===== src/rtl/mp1000_pkg.sv =====
// Shared types and default memory-map constants for the MP1000 ROM loader.
package mp1000_pkg;

    // Arbiter states; CPU reads take two cycles because memory read data lags one cycle.
    typedef enum logic [2:0] {
        ARB_IDLE,
        ARB_CPU_RD,
        ARB_CPU_DONE,
        ARB_CPU_WR,
        ARB_DL_WR
    } arb_state_e;

    // Owner of the most recent memory grant, used to alternate priority.
    typedef enum logic {
        GRANT_CPU,
        GRANT_DL
    } grant_e;

    localparam logic [7:0]  MP_BIOS_INDEX = 8'd0;
    localparam logic [7:0]  MP_CART_INDEX = 8'd1;
    localparam int unsigned MP_BIOS_BASE  = 'h0000;
    localparam int unsigned MP_BIOS_SIZE  = 2048;
    localparam int unsigned MP_CART_BASE  = 'h0800;
    localparam int unsigned MP_CART_SIZE  = 8192;
    localparam int unsigned MP_RESET_HOLD = 16;

    // Larger of two 16-bit values.
    function automatic logic [15:0] max16(input logic [15:0] a, input logic [15:0] b);
        return (a > b) ? a : b;
    endfunction

endpackage


===== src/rtl/mp1000_dl_fifo.sv =====
// Small synchronous FIFO buffering {address, byte} download entries.
module mp1000_dl_fifo #(
    parameter int unsigned DW    = 23,
    parameter int unsigned DEPTH = 4
) (
    input  logic                       clk,
    input  logic                       rst_n,
    input  logic                       push,
    input  logic [DW-1:0]              wdata,
    input  logic                       pop,
    output logic [DW-1:0]              rdata,
    output logic                       full,
    output logic                       empty,
    output logic [$clog2(DEPTH):0]     count
);

    localparam int unsigned PW = $clog2(DEPTH);

    logic [DW-1:0] mem_q [DEPTH];
    logic [PW-1:0] wr_ptr_q, wr_ptr_d;
    logic [PW-1:0] rd_ptr_q, rd_ptr_d;
    logic [PW:0]   count_q, count_d;
    logic          do_push, do_pop;

    assign full  = (count_q == (PW+1)'(DEPTH));
    assign empty = (count_q == '0);
    assign count = count_q;
    assign rdata = mem_q[rd_ptr_q];

    // Next pointers and occupancy; pointers wrap naturally since DEPTH is a power of two.
    always_comb begin
        do_push  = push & ~full;
        do_pop   = pop & ~empty;
        wr_ptr_d = do_push ? wr_ptr_q + PW'(1) : wr_ptr_q;
        rd_ptr_d = do_pop  ? rd_ptr_q + PW'(1) : rd_ptr_q;
        count_d  = count_q + (PW+1)'(do_push) - (PW+1)'(do_pop);
    end

    // Pointer and count registers, cleared by the asynchronous reset.
    always_ff @(posedge clk or negedge rst_n) begin
        if (!rst_n) begin
            wr_ptr_q <= '0;
            rd_ptr_q <= '0;
            count_q  <= '0;
        end else begin
            wr_ptr_q <= wr_ptr_d;
            rd_ptr_q <= rd_ptr_d;
            count_q  <= count_d;
        end
    end

    // Entry storage; contents are don't-care while the FIFO is empty.
    always_ff @(posedge clk) begin
        if (do_push) begin
            mem_q[wr_ptr_q] <= wdata;
        end
    end

endmodule


===== src/rtl/mp1000_load_arbiter.sv =====
// Routes ioctl ROM downloads into system memory, shares the memory port with the CPU,
// and holds the core in reset while an image is loading.
module mp1000_load_arbiter
    import mp1000_pkg::*;
#(
    parameter int unsigned AW         = 15,
    parameter int unsigned FIFO_DEPTH = 4,
    parameter logic [7:0]  BIOS_INDEX = MP_BIOS_INDEX,
    parameter logic [7:0]  CART_INDEX = MP_CART_INDEX,
    parameter int unsigned BIOS_BASE  = MP_BIOS_BASE,
    parameter int unsigned BIOS_SIZE  = MP_BIOS_SIZE,
    parameter int unsigned CART_BASE  = MP_CART_BASE,
    parameter int unsigned CART_SIZE  = MP_CART_SIZE,
    parameter int unsigned RESET_HOLD = MP_RESET_HOLD
) (
    input  logic          clk_sys,
    input  logic          reset_n,
    input  logic          ioctl_download,
    input  logic [7:0]    ioctl_index,
    input  logic          ioctl_wr,
    input  logic [24:0]   ioctl_addr,
    input  logic [7:0]    ioctl_dout,
    output logic          ioctl_wait,
    input  logic          cpu_req,
    input  logic          cpu_we,
    input  logic [AW-1:0] cpu_addr,
    input  logic [7:0]    cpu_din,
    output logic [7:0]    cpu_dout,
    output logic          cpu_ack,
    output logic [AW-1:0] mem_addr,
    output logic          mem_we,
    output logic [7:0]    mem_din,
    input  logic [7:0]    mem_dout,
    output logic          core_reset,
    output logic          bios_loaded,
    output logic          cart_loaded,
    output logic [15:0]   cart_size,
    output logic          overflow
);

    localparam int unsigned DW = AW + 8;
    localparam int unsigned CW = $clog2(FIFO_DEPTH) + 1;

    // FIFO interface
    logic          fifo_push, fifo_pop, fifo_full, fifo_empty;
    logic [DW-1:0] fifo_wdata, fifo_rdata;
    logic [CW-1:0] fifo_count, fifo_count_next;

    // Download edge detect and push filter
    logic          dl_q, dl_rise, dl_fall;
    logic          bios_hit, cart_hit, push_req;
    logic [AW-1:0] push_addr;
    logic [15:0]   cart_off1;

    // Arbiter FSM state and registered memory/CPU outputs
    arb_state_e    state_q, state_d;
    grant_e        last_grant_q, last_grant_d;
    logic [AW-1:0] mem_addr_q, mem_addr_d;
    logic          mem_we_q, mem_we_d;
    logic [7:0]    mem_din_q, mem_din_d;
    logic          cpu_ack_q, cpu_ack_d;
    logic [7:0]    cpu_dout_q, cpu_dout_d;

    // Status, hold counter and loader throttle
    logic          ioctl_wait_q, ioctl_wait_d;
    logic          core_reset_q, core_reset_d;
    logic [15:0]   hold_q, hold_d;
    logic          bios_loaded_q, bios_loaded_d;
    logic          cart_loaded_q, cart_loaded_d;
    logic [15:0]   cart_size_q, cart_size_d;
    logic          overflow_q, overflow_d;
    logic [7:0]    idx_q, idx_d;
    logic          end_pend_q, end_pend_d;
    logic [7:0]    end_idx_q, end_idx_d;

    mp1000_dl_fifo #(
        .DW    (DW),
        .DEPTH (FIFO_DEPTH)
    ) u_fifo (
        .clk   (clk_sys),
        .rst_n (reset_n),
        .push  (fifo_push),
        .wdata (fifo_wdata),
        .pop   (fifo_pop),
        .rdata (fifo_rdata),
        .full  (fifo_full),
        .empty (fifo_empty),
        .count (fifo_count)
    );

    // Download edges and filtering of strobes into in-range BIOS/cart pushes.
    always_comb begin
        dl_rise    = ioctl_download & ~dl_q;
        dl_fall    = ~ioctl_download & dl_q;
        bios_hit   = (ioctl_index == BIOS_INDEX) && (ioctl_addr < 25'(BIOS_SIZE));
        cart_hit   = (ioctl_index == CART_INDEX) && (ioctl_addr < 25'(CART_SIZE));
        push_req   = ioctl_wr & (bios_hit | cart_hit);
        push_addr  = (bios_hit ? AW'(BIOS_BASE) : AW'(CART_BASE)) + ioctl_addr[AW-1:0];
        fifo_push  = push_req & ~fifo_full;
        fifo_wdata = {push_addr, ioctl_dout};
        cart_off1  = ioctl_addr[15:0] + 16'd1;
    end

    // Arbiter next state: alternate priority when the CPU and the FIFO both want the port.
    always_comb begin
        state_d      = state_q;
        last_grant_d = last_grant_q;
        mem_addr_d   = mem_addr_q;
        mem_we_d     = 1'b0;
        mem_din_d    = mem_din_q;
        cpu_ack_d    = 1'b0;
        cpu_dout_d   = cpu_dout_q;
        fifo_pop     = 1'b0;
        case (state_q)
            ARB_IDLE: begin
                if (cpu_req && (fifo_empty || last_grant_q == GRANT_DL)) begin
                    last_grant_d = GRANT_CPU;
                    mem_addr_d   = cpu_addr;
                    if (cpu_we) begin
                        state_d   = ARB_CPU_WR;
                        mem_we_d  = 1'b1;
                        mem_din_d = cpu_din;
                        cpu_ack_d = 1'b1;
                    end else begin
                        state_d = ARB_CPU_RD;
                    end
                end else if (!fifo_empty) begin
                    last_grant_d = GRANT_DL;
                    fifo_pop     = 1'b1;
                    mem_addr_d   = fifo_rdata[DW-1:8];
                    mem_din_d    = fifo_rdata[7:0];
                    mem_we_d     = 1'b1;
                    state_d      = ARB_DL_WR;
                end
            end
            ARB_CPU_RD: state_d = ARB_CPU_DONE;
            ARB_CPU_DONE: begin
                cpu_dout_d = mem_dout;
                cpu_ack_d  = 1'b1;
                state_d    = ARB_IDLE;
            end
            ARB_CPU_WR: state_d = ARB_IDLE;
            ARB_DL_WR:  state_d = ARB_IDLE;
            default:    state_d = ARB_IDLE;
        endcase
    end

    // Arbiter FSM register with its registered memory and CPU outputs.
    always_ff @(posedge clk_sys or negedge reset_n) begin
        if (!reset_n) begin
            state_q      <= ARB_IDLE;
            last_grant_q <= GRANT_DL;
            mem_addr_q   <= '0;
            mem_we_q     <= 1'b0;
            mem_din_q    <= '0;
            cpu_ack_q    <= 1'b0;
            cpu_dout_q   <= '0;
        end else begin
            state_q      <= state_d;
            last_grant_q <= last_grant_d;
            mem_addr_q   <= mem_addr_d;
            mem_we_q     <= mem_we_d;
            mem_din_q    <= mem_din_d;
            cpu_ack_q    <= cpu_ack_d;
            cpu_dout_q   <= cpu_dout_d;
        end
    end

    // Load status, reset hold sequencing and loader throttling.
    // Later assignments deliberately override earlier ones: a new download beats a completion.
    always_comb begin
        core_reset_d    = core_reset_q;
        hold_d          = hold_q;
        bios_loaded_d   = bios_loaded_q;
        cart_loaded_d   = cart_loaded_q;
        cart_size_d     = cart_size_q;
        overflow_d      = overflow_q;
        idx_d           = idx_q;
        end_pend_d      = end_pend_q;
        end_idx_d       = end_idx_q;
        fifo_count_next = fifo_count + CW'(fifo_push) - CW'(fifo_pop);
        ioctl_wait_d    = (fifo_count_next >= CW'(FIFO_DEPTH - 1));

        if (push_req && fifo_full) begin
            overflow_d = 1'b1;
        end
        if (fifo_push && cart_hit) begin
            cart_size_d = max16(cart_size_q, cart_off1);
        end
        if (hold_q != '0) begin
            hold_d = hold_q - 16'd1;
            if (hold_q == 16'd1) begin
                core_reset_d = 1'b0;
            end
        end
        if (end_pend_q && fifo_empty && (state_q == ARB_IDLE)) begin
            end_pend_d = 1'b0;
            if (end_idx_q == BIOS_INDEX) bios_loaded_d = 1'b1;
            if (end_idx_q == CART_INDEX) cart_loaded_d = 1'b1;
            if (!ioctl_download) begin
                hold_d       = 16'(RESET_HOLD);
                core_reset_d = 1'b1;
            end
        end
        if (dl_fall) begin
            end_pend_d = 1'b1;
            end_idx_d  = idx_q;
        end
        if (dl_rise) begin
            idx_d        = ioctl_index;
            core_reset_d = 1'b1;
            hold_d       = '0;
            if (ioctl_index == BIOS_INDEX) bios_loaded_d = 1'b0;
            if (ioctl_index == CART_INDEX) begin
                cart_loaded_d = 1'b0;
                cart_size_d   = '0;
            end
        end
    end

    // Status and edge-detect registers; core stays in reset out of power-on.
    always_ff @(posedge clk_sys or negedge reset_n) begin
        if (!reset_n) begin
            dl_q          <= 1'b0;
            ioctl_wait_q  <= 1'b0;
            core_reset_q  <= 1'b1;
            hold_q        <= '0;
            bios_loaded_q <= 1'b0;
            cart_loaded_q <= 1'b0;
            cart_size_q   <= '0;
            overflow_q    <= 1'b0;
            idx_q         <= '0;
            end_pend_q    <= 1'b0;
            end_idx_q     <= '0;
        end else begin
            dl_q          <= ioctl_download;
            ioctl_wait_q  <= ioctl_wait_d;
            core_reset_q  <= core_reset_d;
            hold_q        <= hold_d;
            bios_loaded_q <= bios_loaded_d;
            cart_loaded_q <= cart_loaded_d;
            cart_size_q   <= cart_size_d;
            overflow_q    <= overflow_d;
            idx_q         <= idx_d;
            end_pend_q    <= end_pend_d;
            end_idx_q     <= end_idx_d;
        end
    end

    assign ioctl_wait  = ioctl_wait_q;
    assign cpu_dout    = cpu_dout_q;
    assign cpu_ack     = cpu_ack_q;
    assign mem_addr    = mem_addr_q;
    assign mem_we      = mem_we_q;
    assign mem_din     = mem_din_q;
    assign core_reset  = core_reset_q;
    assign bios_loaded = bios_loaded_q;
    assign cart_loaded = cart_loaded_q;
    assign cart_size   = cart_size_q;
    assign overflow    = overflow_q;

endmodule

===== config.mk =====
export PLATFORM = sky130hd
export DESIGN_NAME = mp1000_load_arbiter
export DESIGN_NICKNAME = d
export VERILOG_FILES = /design/src/rtl/mp1000_pkg.sv /design/src/rtl/mp1000_dl_fifo.sv /design/src/rtl/mp1000_load_arbiter.sv
export SDC_FILE = /design/constraint.sdc
export NUM_CORES = 1
export LEC_CHECK = 0
export BUFFER_PORTS_ARGS = -buffer_cell sky130_fd_sc_hd__buf_2
export CAP_MARGIN = 5
export CORE_MARGIN = 3
export CORE_UTILIZATION = 30
export CTS_CLUSTER_SIZE = 8
export DETAILED_ROUTE_END_ITERATION = 8
export GPL_TIMING_DRIVEN = 0
export PLACE_DENSITY_LB_ADDON = 0.05
export RECOVER_POWER = 25
export SLEW_MARGIN = 10
export SYNTH_ARGS = -nofsm -noshare
export SYNTH_HDL_FRONTEND = slang
export SYNTH_SLANG_ARGS = --single-unit

===== constraint.sdc =====
create_clock -name clk_sys -period 3.6 [get_ports clk_sys]
set_input_delay 0.18 -clock clk_sys [delete_from_list [all_inputs] [get_ports clk_sys]]
set_output_delay 0.18 -clock clk_sys [all_outputs]
set_load 0.02 [all_outputs]

Yosys cells after proc, flatten, opt, wreduce, memory -nomap -nowiden
Memory sizes are Yosys's and may differ from the RTL's. Cells that the tools add are included.

Register bits after elaboration: 99. RAM bits: 92. Input bits: 78. Memories kept: 1.

Memories: u_fifo.mem_q (words 4, width 23, read ports 1, clocked after Yosys merged registers in 0, wr ports 1, line mp1000_dl_fifo.sv:19) `logic [DW-1:0] mem_q [DEPTH];`.

Add/subtract/negate cells: 9. $lt $le $gt $ge: 4. Equal/unequal tests: 9. Multiplexer cells: 45. Bitwise logic cells: 11. Reduce and logical (&&, ||, !) cells: 16.

Operator list (number): $mux 16 (8); $mux 15 (2); $mux 1 (26); $lt 25x12->1 const B (1); $lt 25x14->1 const B (1); $mux 8 (3); $add 16x1->16 const B (1); $eq 16x1->1 const B (1); $eq 8x1->1 const B (2); $gt 16x16->1 (1); $logic_not 8->1 (2); $reduce_bool 16->1 (1); $sub 16x1->16 const B (1); $add 12x15->15 (1); $mux 12 (1); $logic_and 1x1->1 (7); $add 3x1->3 (2); $and 1x1->1 (6); $logic_not 3->1 (2); $mux 3 (2); $pmux 3 s2 (1); $sub 3x1->3 (2); $add 2x1->2 const B (2); $not 1->1 (4); 14 further kinds (14).

Logic depth before layout (Yosys ltp)
Depth in word-level cells: 9. Gate-level depth with buffers: 13. Gate-level depth less buffers: 12.

Hierarchy
Synthesis repeated with hierarchy kept, for this count alone.

Cells, all modules: 723. Area, all modules: 9200.1 µm².

Modules (own cells, without submodules): mp1000_load_arbiter (times used 1, cells each 560, area an instance 5378.9 µm²); mp1000_dl_fifo (times used 1, cells each 163, area an instance 3821.2 µm²).

Least setup slack after synthesis
No wires, ideal clock.

Path kind: input port to flip-flop. From: input port ioctl_addr[0]. To: register with a tool-made name. Setup time: 78 ps. Arrival time: 2886 ps. Required time: 3522 ps. Path slack: 636 ps. Stages: 13. Buffers on the path: 1. Cells stage by stage: ha_1 nand3_1 nor4_1 nand3_1 xor2_1 ha_1 nand4_1 nor4_1 a21boi_0 o31ai_1 o2111ai_1 buf_2 o2bb2ai_1.

RTL lines: start, declared (line mp1000_load_arbiter.sv:21) `input logic [24:0] ioctl_addr,`.

Final worst setup path
From: register u_fifo.count_q[2], in the netlist u_fifo.count[2]. To: register u_fifo.count_q[2], in the netlist u_fifo.count[2].

Cells in the longest elaborated chain, start to end: 7. Elaborated cells on any way between the ends: 14. Those cells by class: add/sub (2); eq/ne (1); mux (3); bitwise (5); reduce/logical (3).

RTL lines: start, declared (line mp1000_dl_fifo.sv:22) `logic [PW:0] count_q, count_d;`; start signal, assigned (line mp1000_dl_fifo.sv:48) `count_q <= count_d;`; $logic_not 3->1 * (line mp1000_dl_fifo.sv:26) `assign empty = (count_q == '0);`; $logic_or 1x1->1 (line mp1000_load_arbiter.sv:116) `if (cpu_req && (fifo_empty || last_grant_q == GRANT_DL)) begin`; $logic_and 1x1->1 (line mp1000_load_arbiter.sv:116); $mux 1 (line mp1000_load_arbiter.sv:116); $mux 1 (line mp1000_load_arbiter.sv:114) `case (state_q)`; $and 1x1->1 * (line mp1000_dl_fifo.sv:33) `do_pop = pop & ~empty;`; net u_fifo.do_pop (line mp1000_dl_fifo.sv:23) `logic do_push, do_pop;`; $sub 3x1->3 * (line mp1000_dl_fifo.sv:36) `count_d = count_q + (PW+1)'(do_push) - (PW+1)'(do_pop);`; net u_fifo.count_d[2] (line mp1000_dl_fifo.sv:22).

The timed path passes the listed nets; every way through them passes the cells marked *. A chain may end at the register's enable or synchronous reset.

==> results_dict.tcl <==
set metrics [dict create \
    io-pin-count 132 \
    avgViaCountPerCell 4.62 \
    insertion_delay_ps 430 \
    ctsLongestPathBuffers 2 \
    finClkSkew_ps 11.4 \
    ys_warn_count 0 \
    fin_crit_sh_pct 94.4 \
    root_buffer "clkbuf_16" \
    start_util_pct 30.8 \
    chipWidth_um 173 \
    path_class "flip-flop to flip-flop" \
    slew_headroom_pct -61.1 \
    cts.sinks 191 \
    nFillCells 2665 \
    antenna_found_initial 2 \
    layout-drive-gt1-share_pct 27.1 \
    antenna_cells 0 \
    ir_worst_vdd_v 0.000311 \
    setup_viol 0 \
    dp_hpwl_um 13800 \
    ctsHtreeMaxLevel 4 \
    grt_max_degree 63 \
    hold_class "primary input to flip-flop" \
    status "finished, violations left" \
    max_freq_mhz 294 \
    whs_ps 27.5 \
    die_h_um 173 \
    grt_usage_pct 13.8 \
    dr.pass1.iters 4 \
    cts-buffers-inserted 17 \
    power_uw 7250 \
    reg2reg_slack_ps 200 \
    design.core.area_um2 27200 \
    ys_async_sr_fraction_pct 51.8 \
    area_delta_synth_final_pct 24.6 \
    final_nets 887 \
    die_area_um2 29900 \
    cp_max_fo 10 \
    p_leak_uw 0.00437 \
    grt_pass1_vias 5724 \
    drtAntennaViolNets 0 \
    synth_ff_type "dfrtp_1" \
    hold_viol 0 \
    ys_types 50 \
    power_density_nw_per_um2 696 \
    layout_common_cells "122 x buf_2, 97 x dfrtp_1, 92 x edfxtp_1, 63 x nand2_1, 30 x ha_1" \
    critPathLaunchType "flip-flop" \
    violations "max-capacitance violations, max-slew violations" \
    synth_seq_cells 191 \
    fp-row-count 60 \
    synth_nets 707 \
    grt_pass1_wl_um 32300 \
    drtIter0Drc 198 \
    finalWirelength_um 19800 \
    syn_avg_cell_area_um2 14.0 \
    io_buffer_count 131 \
    cap_violations 1 \
    synth_edf_count 92 \
    tightestPinTransition_ps 2420 \
    slew_viol_final 38 \
    crit_required_ps 3910 \
    post_drt_wl_per_cell_um 17.1 \
    syn_inst 597 \
    vias 5374 \
    yosysSeqAreaShare_pct 62.7 \
    end_kind "flip-flop" \
    worstPathArrival_ps 3700 \
    syn_area_um2 8360 \
    place.gp.congestion 0.731 \
    cts_tree "yes" \
    fin_crit_ps 3400 \
    rsz0062_at_grt "false" \
    drc_errors 0 \
    clk_pin_slew_ps 80 \
    final_common_cell "buf_2" \
    overflow 0 \
]
## stage by stage
| stage | utilization [%] | instances | area [µm²] | setup TNS, ps | setup WS, ps |
|---|---|---|---|---|---|
| finish | 38.3 | 1162 | 10400 | 0 | 203 |
| global route | 38.3 | 1162 | 10400 | 0 | 49.4 |
| CTS | 38.3 | 1158 | 10400 | 0 | 100 |
| detailed placement | 35.0 | 1101 | 9520 | -10140 | -765 |
| global placement | 34.9 | 1100 | 9480 | -9270 | -702 |
| floorplan | - | 597 | 8360 | 0 | 636 |
## synthesized netlist by cell type, types with 2 or more instances
cell	count	share of area [%]
dfrtp_1	97	29
edfxtp_1	92	33
nand2_1	63	2.8
ha_1	30	4.5
o21ai_0	28	1.7
nor2_1	26	1.2
mux2i_1	23	2.8
mux4_2	23	6.2
inv_1	18	0.81
xnor2_1	17	1.8
mux2_2	16	2.2
xor2_1	16	1.7
nand3_1	15	0.90
o2bb2ai_1	14	1.5
a21oi_1	13	0.78
clkbuf_1	13	0.58
and3_1	8	0.60
and2_1	7	0.52
nor3_1	7	0.42
nor4_1	7	0.52
a21o_1	6	0.54
buf_2	6	0.36
nand4_1	6	0.45
or3_1	5	0.37
or4_1	5	0.45
nor2b_1	4	0.30
a31oi_1	3	0.22
buf_1	2	0.090
dfstp_2	2	0.63
fa_1	2	0.48
nor3b_1	2	0.18
o21a_1	2	0.18
or4_4	2	0.27
## power by group
part           leakage (µW)  internal [µW]  switching [µW]
clock network      0.000296           1010             932
registers           0.00206           2660             226
logic               0.00202           1010            1420
## critical path, cell delays in order (launching register included)
cell	delay, ps
dfrtp_1	410
nor3_1	580
o21ai_0	140
buf_1	330
clkbuf_1	480
and3_1	330
ha_1	270
inv_1	40
ha_1	180
fa_1	380
xnor2_1	140
## logic make-up (layout without fill, tap and decap cells)
family	count (synthesis)	after routing	synth area share, %
multiplexers	62	62	11.1
AND/OR/NAND/NOR	163	163	9.80
AO/OA/AOI/OAI	77	77	6.12
flip-flops	191	191	62.7
buffers and inverters	39	232	1.84
adder cells (fa/ha/maj)	32	32	4.97
XOR/XNOR	33	33	3.46
## layout make-up
type | count | area (µm²) | area share [%]
flip-flops and latches | 191 | 5240 | 50.3
plain buffers | 21 | 86.3 | 0.829
clock inverters | 15 | 189 | 1.81
inverters | 18 | 67.6 | 0.649
multi-input cells | 367 | 3000 | 28.8
clock buffers | 17 | 425 | 4.08
repair buffers | 161 | 945 | 9.07
well taps | 372 | 465 | 4.47
## path summary, 6_finish.rpt
path	endpoint	depth (start not counted)	startpoint
worst max-delay path	u_fifo.count[2]	10	u_fifo.count[2]
worst min-delay path	u_fifo.mem_q[1][9]	1	ioctl_addr[1]
worst max register to register	u_fifo.count[2]	10	u_fifo.count[2]
worst min register to register	mem_din[0]	2	mem_din[0]
max in group asynchronous	mem_addr[10]	2	reset_n
min in group asynchronous	cpu_dout[4]	2	reset_n
## state kept, by name, indices dropped and copies added (netlist names), 2 cells and up, named ones only
signal,cells
cpu_dout,8
idx_q,8
end_idx_q,8
u_fifo.rd_ptr_q,2
state_q,3
u_fifo.count,3
mem_din,8
u_fifo.mem_q,92
mem_addr,15
u_fifo.wr_ptr_q,2
hold_q,16
## routing by layer
| layer | vias to the layer above | routed length, µm | track usage [%] | part of all wire (%) |
|---|---|---|---|---|
| met2 | 135 | 9100 | 21.8 | 46 |
| met1 | 2644 | 9450 | 18.9 | 48 |
| met4 | 4 | 242 | 3.78 | 1.2 |
| met3 | 24 | 1030 | 3.43 | 5.2 |
| met5 | - | 27 | 0 | 0.14 |
| li1 | 2567 | - | - | - |
## repair_timing
action / CTS / global route
resized for setup: 2 / 1
setup endpoints to repair: 10 / 10
buffers inserted: 0 / 4
hold endpoints to repair: 86 / 0
hold buffers: 25 / 0
pin swaps: 0 / 1
Note: power is estimated with default switching activity, not from simulation.
